[src/rtl/pe_rs_v2_if.sv]
// Stream and control bundle between the PE array fabric and one pe_rs_v2.
// The master side is the GLB/NoC (or a testbench); the slave side is the PE.
interface pe_rs_v2_if #(
    parameter int DATA_W = 32,
    parameter int PSUM_W = 32
);
    logic              PE_en;
    logic [14:0]       i_config;
    logic [DATA_W-1:0] ifmap;
    logic [DATA_W-1:0] filter;
    logic [PSUM_W-1:0] ipsum;
    logic              ifmap_valid;
    logic              filter_valid;
    logic              ipsum_valid;
    logic              ifmap_ready;
    logic              filter_ready;
    logic              ipsum_ready;
    logic [PSUM_W-1:0] opsum;
    logic              opsum_valid;
    logic              opsum_ready;
    logic              done;
    logic              cfg_err;

    modport master (
        output PE_en, i_config, ifmap, filter, ipsum,
        output ifmap_valid, filter_valid, ipsum_valid, opsum_ready,
        input  ifmap_ready, filter_ready, ipsum_ready,
        input  opsum, opsum_valid, done, cfg_err
    );

    modport slave (
        input  PE_en, i_config, ifmap, filter, ipsum,
        input  ifmap_valid, filter_valid, ipsum_valid, opsum_ready,
        output ifmap_ready, filter_ready, ipsum_ready,
        output opsum, opsum_valid, done, cfg_err
    );
endinterface

[src/rtl/pe_rs_v2.sv]
// Row-stationary processing element: keeps a filter row resident, slides an
// ifmap window across it one output column at a time and accumulates p (or q
// in depthwise mode) partial sums per column with one MAC per cycle.
module pe_rs_v2 #(
    parameter int ELEM_W       = 8,
    parameter int LANES        = 4,
    parameter int PSUM_W       = 32,
    parameter int IFMAP_DEPTH  = 12,
    parameter int FILTER_DEPTH = 48,
    parameter int PSUM_DEPTH   = 4,
    parameter int IFMAP_ZP     = 128
) (
    input  logic        clk,
    input  logic        rst_n,
    pe_rs_v2_if.slave   bus
);
    localparam int FI_W = (FILTER_DEPTH > 1) ? $clog2(FILTER_DEPTH) : 1;
    localparam int II_W = (IFMAP_DEPTH > 1) ? $clog2(IFMAP_DEPTH) : 1;
    localparam int PI_W = (PSUM_DEPTH > 1) ? $clog2(PSUM_DEPTH) : 1;
    localparam logic [7:0] IFMAP_DEPTH_L  = 8'(IFMAP_DEPTH);
    localparam logic [7:0] FILTER_DEPTH_L = 8'(FILTER_DEPTH);
    localparam logic [7:0] PSUM_DEPTH_L   = 8'(PSUM_DEPTH);
    localparam logic [7:0] LANES_L        = 8'(LANES);
    localparam logic [ELEM_W-1:0] ZP      = ELEM_W'(IFMAP_ZP);

    typedef enum logic [2:0] {IDLE, LOAD_FILTER, LOAD_IFMAP, LOAD_IPSUM, MAC, DRAIN} state_t;

    // Raw config fields plus the sizes derived from them, kept together so the
    // legality check and the datapath read the same numbers.
    typedef struct packed {
        logic [2:0] q;
        logic [2:0] p;
        logic [2:0] rs;
        logic [4:0] f;
        logic       dw;
        logic       s2;
        logic       relu;
        logic [7:0] ne;     // window size q*rs
        logic [7:0] nf;     // filter words, also the MAC cycle count
        logic [2:0] np;     // psums per column
        logic [7:0] shift;  // ifmap entries retired between columns
    } cfg_t;

    function automatic cfg_t derive(input logic [14:0] raw);
        cfg_t c;
        c.q     = {1'b0, raw[1:0]} + 3'd1;
        c.f     = raw[6:2];
        c.p     = {1'b0, raw[8:7]} + 3'd1;
        c.rs    = {1'b0, raw[11:10]} + 3'd1;
        c.dw    = raw[12];
        c.s2    = raw[13];
        c.relu  = raw[14];
        c.ne    = 8'(c.q) * 8'(c.rs);
        c.nf    = c.dw ? c.ne : 8'(c.p) * c.ne;
        c.np    = c.dw ? c.q : c.p;
        c.shift = c.s2 ? {4'd0, c.q, 1'b0} : 8'(c.q);
        return c;
    endfunction

    function automatic logic cfg_legal(input cfg_t c);
        return (c.ne <= IFMAP_DEPTH_L) && (c.nf <= FILTER_DEPTH_L) &&
               (8'(c.np) <= PSUM_DEPTH_L) && (8'(c.q) <= LANES_L) &&
               (c.shift <= c.ne);
    endfunction

    state_t state_q, state_n;
    cfg_t   cfg_q;
    cfg_t   new_cfg;
    logic   new_ok;

    logic signed [ELEM_W-1:0] filter_spad [FILTER_DEPTH];
    logic signed [ELEM_W-1:0] ifmap_spad  [IFMAP_DEPTH];
    logic        [PSUM_W-1:0] psum_spad   [PSUM_DEPTH];

    logic [7:0] fptr_q, iptr_q, mcnt_q, jcnt_q;
    logic [2:0] pidx_q, kcnt_q, lcnt_q;
    logic [4:0] col_q;

    logic filter_ready_q, ifmap_ready_q, ipsum_ready_q, opsum_valid_q, done_q, cfg_err_q;
    logic f_xfer, i_xfer, p_xfer, o_xfer;
    logic pidx_last, last_col;

    logic signed [ELEM_W-1:0]   mac_f, mac_i, mac_fg, mac_ig;
    logic signed [2*ELEM_W-1:0] prod;
    logic        [PSUM_W-1:0]   prod_ext;
    logic                       mac_skip;
    logic        [2:0]          mac_pidx;
    logic        [PSUM_W-1:0]   drain_val;

    assign new_cfg   = derive(bus.i_config);
    assign new_ok    = cfg_legal(new_cfg);
    assign f_xfer    = bus.filter_valid && filter_ready_q;
    assign i_xfer    = bus.ifmap_valid && ifmap_ready_q;
    assign p_xfer    = bus.ipsum_valid && ipsum_ready_q;
    assign o_xfer    = opsum_valid_q && bus.opsum_ready;
    assign pidx_last = (pidx_q == cfg_q.np - 3'd1);
    assign last_col  = (col_q == cfg_q.f);

    // Next-state decode for the load / MAC / drain sequence.
    always_comb begin
        // NOTE: every variable written here gets a default first; a path that
        // leaves one unassigned would infer a latch.
        state_n = state_q;
        case (state_q)
            IDLE:        if (bus.PE_en && new_ok) state_n = LOAD_FILTER;
            LOAD_FILTER: if (f_xfer && (fptr_q + 8'(cfg_q.q) == cfg_q.nf)) state_n = LOAD_IFMAP;
            LOAD_IFMAP:  if (i_xfer && (iptr_q + 8'(cfg_q.q) == cfg_q.ne)) state_n = LOAD_IPSUM;
            LOAD_IPSUM:  if (p_xfer && pidx_last) state_n = MAC;
            MAC:         if (mcnt_q == cfg_q.nf - 8'd1) state_n = DRAIN;
            DRAIN:       if (o_xfer && pidx_last) state_n = last_col ? IDLE : LOAD_IFMAP;
            default:     state_n = IDLE;
        endcase
    end

    // State register and registered handshake/status outputs decoded from the next state.
    always_ff @(posedge clk or negedge rst_n) begin
        if (!rst_n) begin
            state_q        <= IDLE;
            filter_ready_q <= 1'b0;
            ifmap_ready_q  <= 1'b0;
            ipsum_ready_q  <= 1'b0;
            opsum_valid_q  <= 1'b0;
            done_q         <= 1'b0;
            cfg_err_q      <= 1'b0;
        end else begin
            state_q        <= state_n;
            filter_ready_q <= (state_n == LOAD_FILTER);
            ifmap_ready_q  <= (state_n == LOAD_IFMAP);
            ipsum_ready_q  <= (state_n == LOAD_IPSUM);
            opsum_valid_q  <= (state_n == DRAIN);
            done_q         <= (state_q == DRAIN) && (state_n == IDLE);
            if (state_q == IDLE && bus.PE_en) cfg_err_q <= !new_ok;
        end
    end

    // MAC operand fetch with zero-skip gating of the multiplier inputs.
    always_comb begin
        mac_f    = filter_spad[FI_W'(mcnt_q)];
        mac_i    = ifmap_spad[II_W'(jcnt_q)];
        mac_skip = (mac_f == '0) || (mac_i == '0);
        mac_fg   = mac_skip ? '0 : mac_f;
        mac_ig   = mac_skip ? '0 : mac_i;
        prod     = mac_fg * mac_ig;
        prod_ext = {{(PSUM_W-2*ELEM_W){prod[2*ELEM_W-1]}}, prod};
        mac_pidx = cfg_q.dw ? lcnt_q : kcnt_q;
    end

    // Datapath: config capture, spad writes, MAC accumulation and window slide.
    always_ff @(posedge clk or negedge rst_n) begin
        if (!rst_n) begin
            cfg_q  <= '0;
            fptr_q <= '0;
            iptr_q <= '0;
            mcnt_q <= '0;
            jcnt_q <= '0;
            pidx_q <= '0;
            kcnt_q <= '0;
            lcnt_q <= '0;
            col_q  <= '0;
            // NOTE: the spads are small register files, so they are cleared by
            // the async reset like any other state rather than left as RAM.
            for (int i = 0; i < FILTER_DEPTH; i++) filter_spad[FI_W'(i)] <= '0;
            for (int i = 0; i < IFMAP_DEPTH; i++)  ifmap_spad[II_W'(i)]  <= '0;
            for (int i = 0; i < PSUM_DEPTH; i++)   psum_spad[PI_W'(i)]   <= '0;
        end else begin
            case (state_q)
                IDLE: begin
                    if (bus.PE_en && new_ok) begin
                        cfg_q  <= new_cfg;
                        fptr_q <= '0;
                        iptr_q <= '0;
                        pidx_q <= '0;
                        col_q  <= '0;
                    end
                end
                LOAD_FILTER: begin
                    if (f_xfer) begin
                        for (int l = 0; l < LANES; l++)
                            if (l < int'(cfg_q.q) && int'(fptr_q) + l < FILTER_DEPTH)
                                filter_spad[FI_W'(int'(fptr_q) + l)] <= bus.filter[l*ELEM_W +: ELEM_W];
                        fptr_q <= fptr_q + 8'(cfg_q.q);
                    end
                end
                LOAD_IFMAP: begin
                    if (i_xfer) begin
                        for (int l = 0; l < LANES; l++)
                            if (l < int'(cfg_q.q) && int'(iptr_q) + l < IFMAP_DEPTH)
                                ifmap_spad[II_W'(int'(iptr_q) + l)] <= bus.ifmap[l*ELEM_W +: ELEM_W] ^ ZP;
                        iptr_q <= iptr_q + 8'(cfg_q.q);
                    end
                end
                LOAD_IPSUM: begin
                    if (p_xfer) begin
                        psum_spad[PI_W'(pidx_q)] <= bus.ipsum;
                        if (pidx_last) begin
                            pidx_q <= '0;
                            mcnt_q <= '0;
                            jcnt_q <= '0;
                            kcnt_q <= '0;
                            lcnt_q <= '0;
                        end else begin
                            pidx_q <= pidx_q + 3'd1;
                        end
                    end
                end
                MAC: begin
                    if (!mac_skip)
                        psum_spad[PI_W'(mac_pidx)] <= psum_spad[PI_W'(mac_pidx)] + prod_ext;
                    mcnt_q <= mcnt_q + 8'd1;
                    if (jcnt_q == cfg_q.ne - 8'd1) begin
                        jcnt_q <= '0;
                        kcnt_q <= kcnt_q + 3'd1;
                    end else begin
                        jcnt_q <= jcnt_q + 8'd1;
                    end
                    lcnt_q <= (lcnt_q == cfg_q.q - 3'd1) ? 3'd0 : lcnt_q + 3'd1;
                end
                DRAIN: begin
                    if (o_xfer) begin
                        if (pidx_last) begin
                            pidx_q <= '0;
                            if (!last_col) begin
                                col_q  <= col_q + 5'd1;
                                iptr_q <= iptr_q - cfg_q.shift;
                                for (int i = 0; i < IFMAP_DEPTH; i++)
                                    ifmap_spad[II_W'(i)] <= (i + int'(cfg_q.shift) < IFMAP_DEPTH) ?
                                        ifmap_spad[II_W'(i + int'(cfg_q.shift))] : '0;
                            end
                        end else begin
                            pidx_q <= pidx_q + 3'd1;
                        end
                    end
                end
                default: ;
            endcase
        end
    end

    // Drained value with optional ReLU; forced to zero whenever no opsum is offered.
    always_comb begin
        drain_val = psum_spad[PI_W'(pidx_q)];
        if (cfg_q.relu && drain_val[PSUM_W-1]) drain_val = '0;
    end

    assign bus.filter_ready = filter_ready_q;
    assign bus.ifmap_ready  = ifmap_ready_q;
    assign bus.ipsum_ready  = ipsum_ready_q;
    assign bus.opsum_valid  = opsum_valid_q;
    assign bus.opsum        = opsum_valid_q ? drain_val : '0;
    assign bus.done         = done_q;
    assign bus.cfg_err      = cfg_err_q;
endmodule

[src/flat_wrapper.sv]
// flat-port wrapper written by rule: the top's interface ports become plain ports
module pe_rs_v2_flat 
#(
    parameter int ELEM_W       = 8,
    parameter int LANES        = 4,
    parameter int PSUM_W       = 32,
    parameter int IFMAP_DEPTH  = 12,
    parameter int FILTER_DEPTH = 48,
    parameter int PSUM_DEPTH   = 4,
    parameter int IFMAP_ZP     = 128
)
  (clk, rst_n, bus_PE_en, bus_i_config, bus_ifmap, bus_filter, bus_ipsum, bus_ifmap_valid, bus_filter_valid, bus_ipsum_valid, bus_opsum_ready, bus_ifmap_ready, bus_filter_ready, bus_ipsum_ready, bus_opsum, bus_opsum_valid, bus_done, bus_cfg_err);
  pe_rs_v2_if #(.PSUM_W(PSUM_W)) bus_i ();
  input  logic clk;
  input  logic rst_n;
  input wire logic [$bits(bus_i.PE_en)-1:0] bus_PE_en;
  input wire logic [$bits(bus_i.i_config)-1:0] bus_i_config;
  input wire logic [$bits(bus_i.ifmap)-1:0] bus_ifmap;
  input wire logic [$bits(bus_i.filter)-1:0] bus_filter;
  input wire logic [$bits(bus_i.ipsum)-1:0] bus_ipsum;
  input wire logic [$bits(bus_i.ifmap_valid)-1:0] bus_ifmap_valid;
  input wire logic [$bits(bus_i.filter_valid)-1:0] bus_filter_valid;
  input wire logic [$bits(bus_i.ipsum_valid)-1:0] bus_ipsum_valid;
  input wire logic [$bits(bus_i.opsum_ready)-1:0] bus_opsum_ready;
  output wire logic [$bits(bus_i.ifmap_ready)-1:0] bus_ifmap_ready;
  output wire logic [$bits(bus_i.filter_ready)-1:0] bus_filter_ready;
  output wire logic [$bits(bus_i.ipsum_ready)-1:0] bus_ipsum_ready;
  output wire logic [$bits(bus_i.opsum)-1:0] bus_opsum;
  output wire logic [$bits(bus_i.opsum_valid)-1:0] bus_opsum_valid;
  output wire logic [$bits(bus_i.done)-1:0] bus_done;
  output wire logic [$bits(bus_i.cfg_err)-1:0] bus_cfg_err;
  assign bus_i.PE_en = bus_PE_en;
  assign bus_i.i_config = bus_i_config;
  assign bus_i.ifmap = bus_ifmap;
  assign bus_i.filter = bus_filter;
  assign bus_i.ipsum = bus_ipsum;
  assign bus_i.ifmap_valid = bus_ifmap_valid;
  assign bus_i.filter_valid = bus_filter_valid;
  assign bus_i.ipsum_valid = bus_ipsum_valid;
  assign bus_i.opsum_ready = bus_opsum_ready;
  assign bus_ifmap_ready = bus_i.ifmap_ready;
  assign bus_filter_ready = bus_i.filter_ready;
  assign bus_ipsum_ready = bus_i.ipsum_ready;
  assign bus_opsum = bus_i.opsum;
  assign bus_opsum_valid = bus_i.opsum_valid;
  assign bus_done = bus_i.done;
  assign bus_cfg_err = bus_i.cfg_err;
  pe_rs_v2 #(.ELEM_W(ELEM_W), .LANES(LANES), .PSUM_W(PSUM_W), .IFMAP_DEPTH(IFMAP_DEPTH), .FILTER_DEPTH(FILTER_DEPTH), .PSUM_DEPTH(PSUM_DEPTH), .IFMAP_ZP(IFMAP_ZP)) u_core (.clk(clk), .rst_n(rst_n), .bus(bus_i));
endmodule
[config.mk]
export PLATFORM = sky130hd
export DESIGN_NAME = pe_rs_v2_flat
export DESIGN_NICKNAME = d
export VERILOG_FILES = /design/src/rtl/pe_rs_v2_if.sv /design/src/rtl/pe_rs_v2.sv /design/src/flat_wrapper.sv
export SDC_FILE = /design/constraint.sdc
export NUM_CORES = 2
export LEC_CHECK = 0
export ABC_CLOCK_PERIOD_IN_PS = 10100
export CORE_ASPECT_RATIO = 0.7
export CORE_MARGIN = 1
export CORE_UTILIZATION = 51
export CTS_CLUSTER_SIZE = 20
export DETAILED_ROUTE_END_ITERATION = 12
export PLACE_DENSITY = 0.74
export SLEW_MARGIN = 20
export SYNTH_ARGS = -nofsm -noshare
export SYNTH_HDL_FRONTEND = slang
export SYNTH_SLANG_ARGS = --single-unit
export TNS_END_PERCENT = 30
[constraint.sdc]
create_clock -name clk -period 10.1 [get_ports clk]
set_input_delay 2.02 -clock clk [delete_from_list [all_inputs] [get_ports clk]]
set_output_delay 2.02 -clock clk [all_outputs]
set_load 0.01 [all_outputs]
==> results.yml <==
final_layout:
  drive_gt1_frac: 0.136
  nNetsFinal: 6260
  fin_util: 0.566
  mostFrequentLayoutCells: "o21ai_0, nand2_1, nor2_1"
  synthToLayoutAreaGrowth_pct: 9.62
  layout_commonest_cell: "o21ai_0"
routing:
  drtIter0Drc: 8944
  wirelength_um: 204000
  viasPerCell: 7.05
  vias: 52700
  drt.antenna.violating_nets: 0
  avgRoutedWirePerCell_um: 27.4
  drc: 0
  dr.pass1.iters: 9
grt:
  grt_use_met3: 0.158
  grt_max_degree: 116
  grt_busiest_layer: "met1"
  antenna_found_initial: 11
  overflow: 0
  grt_pass1_vias: 50000
  met1_usage: 0.493
  grtUsageTotal: 0.359
  grt_util_met2: 0.488
  grt_pass1_wl_um: 308000
yosys:
  syn_area_um2: 56100
  yosys_warnings: 0
  async_flop_share: 0.677
  yosysSeqAreaShare: 0.329
  synth-seq-cells: 693
  ys_types: 87
  ys.flop_type: "dfrtp_1"
  syn_avg_cell_area_um2: 9.05
  syn_inst: 6199
  synth_edf_count: 224
  synth_nets: 6496
critical_path:
  crit_cells: 34
  required_ns: 10.52
  end_kind: "flop"
  crit_family: "adder cells"
  crit_top_cell: "buf_4"
  slowest_delay_ns: 0.68
  crit_path_max_fanout: 11
  worstSetupStartpointType: "flop"
  crit_buf_inv: 9
  reg2reg_depth: 34
  path_class: "reg2reg"
  critPathSlowestCell: "dfrtp_2"
  critPathArrivalTime_ns: 10.23
hold_path:
  hp-class: "reg2reg"
  worstHoldPathCells: 0
floorplanning:
  core_area_um2: 109000
  rows: 101
  die-area_um2: 111000
  die_x_um: 398
  pin_count: 156
  die_h_um: 279
  initial_core_util: 0.516
timing:
  finalSetupViolations: 0
  timing.fmax_mhz: 102
  setup_tns_ns: 0
  rsz0062_at_grt: "yes"
  fin_crit_ns: 9.81
  finalHoldWorstSlack_ns: 0.446
  timing.final.crit_share: 0.971
  skew_ns: 0.0333
  tightest_slew_ns: 1.29
  finalHoldViolations: 0
  maxSlewHeadroom: 0.139
  drv_slew: 0
placement:
  port_buffers: 154
  hpwlAfterDp_um: 131000
  place.gp.congestion: 1.03
run:
  drv_cap: 0
cts:
  cts_tree: "yes"
  root_buffer: "clkbuf_16"
  path_clk_slew_ns: 0.06
  cts.sinks: 693
  clk_latency_ns: 0.71
  clk_path_buf_depth: 3
  cts_inserted_buffers: 77
  htreeDepth: 3
run_status:
  outcome: "completed"
power_and_ir_drop:
  p_leak_nw: 24.5
  p_per_area_nw_per_um2: 367
  ir_worst_vdd_mv: 0.334
-- area by class of cell --
class	instances	area (µm²)
fill	9322	47200
multi-input combinational	4683	34800
sequential	693	18500
timing repair buffer	369	3200
clock buffer	101	2180
tap	1442	1800
inverter	139	522
clock inverter	40	520
antenna	3	7.51
-- where the power goes --
part           leakage, nW  switching [W]  internal (W)
clock network         1.33        0.00132       0.00181
logic                 15.5        0.00886       0.00615
registers             7.68       0.000928       0.00349
-- synth_stat cells, drive strengths merged, types with 16 or more instances --
master	n	area, µm²
a211oi	456	3440
a21o	45	338
a21oi	312	1570
a22o	62	543
a22oi	57	428
a31oi	31	194
and2	54	338
and3	64	400
buf	106	502
clkbuf	578	2170
dfrtp	469	11700
edfxtp	224	6730
fa	67	1340
ha	112	1400
inv	138	518
mux2	96	1080
mux2i	431	4310
mux4	268	6040
nand2	646	2420
nand2b	30	188
nand3	125	626
nor2	619	2330
nor2b	37	231
nor3	46	235
o211ai	67	503
o21a	19	143
o21ai	689	3450
o221ai	16	140
o22ai	23	144
xnor2	75	657
xor2	58	508
-- what timing repair did --
item,CTS,global route
hold buffers,0,0
endpoints found under the hold margin,0,0
gates resized for setup,0,24
setup buffers,0,2
endpoints found under the setup margin,0,48
-- worst register-to-register path: cells and delay by family, from the launching register on --
family / cells / cell delay (ns)
flip-flops: 1 / 0.68
adder cells (fa/ha/maj): 6 / 2.72
AND/OR/NAND/NOR: 10 / 2.13
multiplexers: 2 / 0.87
AO/OA/AOI/OAI: 7 / 1.66
buffers and inverters: 9 / 1.49
-- path summary, 6_finish.rpt --
| kind | from | end | slack [ns] |
|---|---|---|---|
| max in group asynchronous | rst_n | u_core.ifmap_spad[81] | 6.66 |
| worst max register to register | u_core.jcnt_q[0] | u_core.psum_spad[62] | 0.29 |
| worst max-delay path | u_core.jcnt_q[0] | u_core.psum_spad[62] | 0.29 |
| worst min-delay path | u_core.filter_spad[79] | u_core.filter_spad[79] | 0.45 |
| worst min register to register | u_core.filter_spad[79] | u_core.filter_spad[79] | 0.45 |
| min in group asynchronous | rst_n | u_core.filter_spad[301] | 1.28 |
-- per-layer routing --
metal	vias to the layer above	share of wire
met1	25400	0.38
met3	843	0.16
met4	14	0.048
li1	22300	-
met5	-	0.0013
met2	4094	0.40
-- cells by family after synthesis --
kind of cell	share of synthesized area
compound gates	0.209
fa+ha+maj	0.0489
xor+xnor	0.0208
buf+inv	0.0569
flops	0.329
mux	0.204
simple gates	0.131
-- flip-flops by register name, summed over array words and instances, names as in the netlist, 2 cells and up --
signal / count
u_core.kcnt_q: 2
u_core.lcnt_q: 3
u_core.psum_spad: 128
u_core.fptr_q: 8
u_core.mcnt_q: 8
u_core.col_q: 5
u_core.jcnt_q: 8
u_core.pidx_q: 3
u_core.iptr_q: 8
u_core.state_q: 3
u_core.cfg_q: 31
u_core.filter_spad: 384
u_core.ifmap_spad: 96
-- through the flow --
step / setup WS (ns) / cells / instance area, µm² / total power (W)
after CTS: 0.136 / 7463 / 61200 / 0.0218
after detailed placement: 0.227 / 7322 / 58500 / 0.0186
after global placement: 0.267 / 7322 / 58500 / 0.0182
after floorplan: 0.989 / 6199 / 56100 / 0.0138
final: 0.291 / 7470 / 61500 / 0.0226
after global routing: -0.0502 / 7469 / 61500 / 0.0238
(Power assumes the default switching activity.)
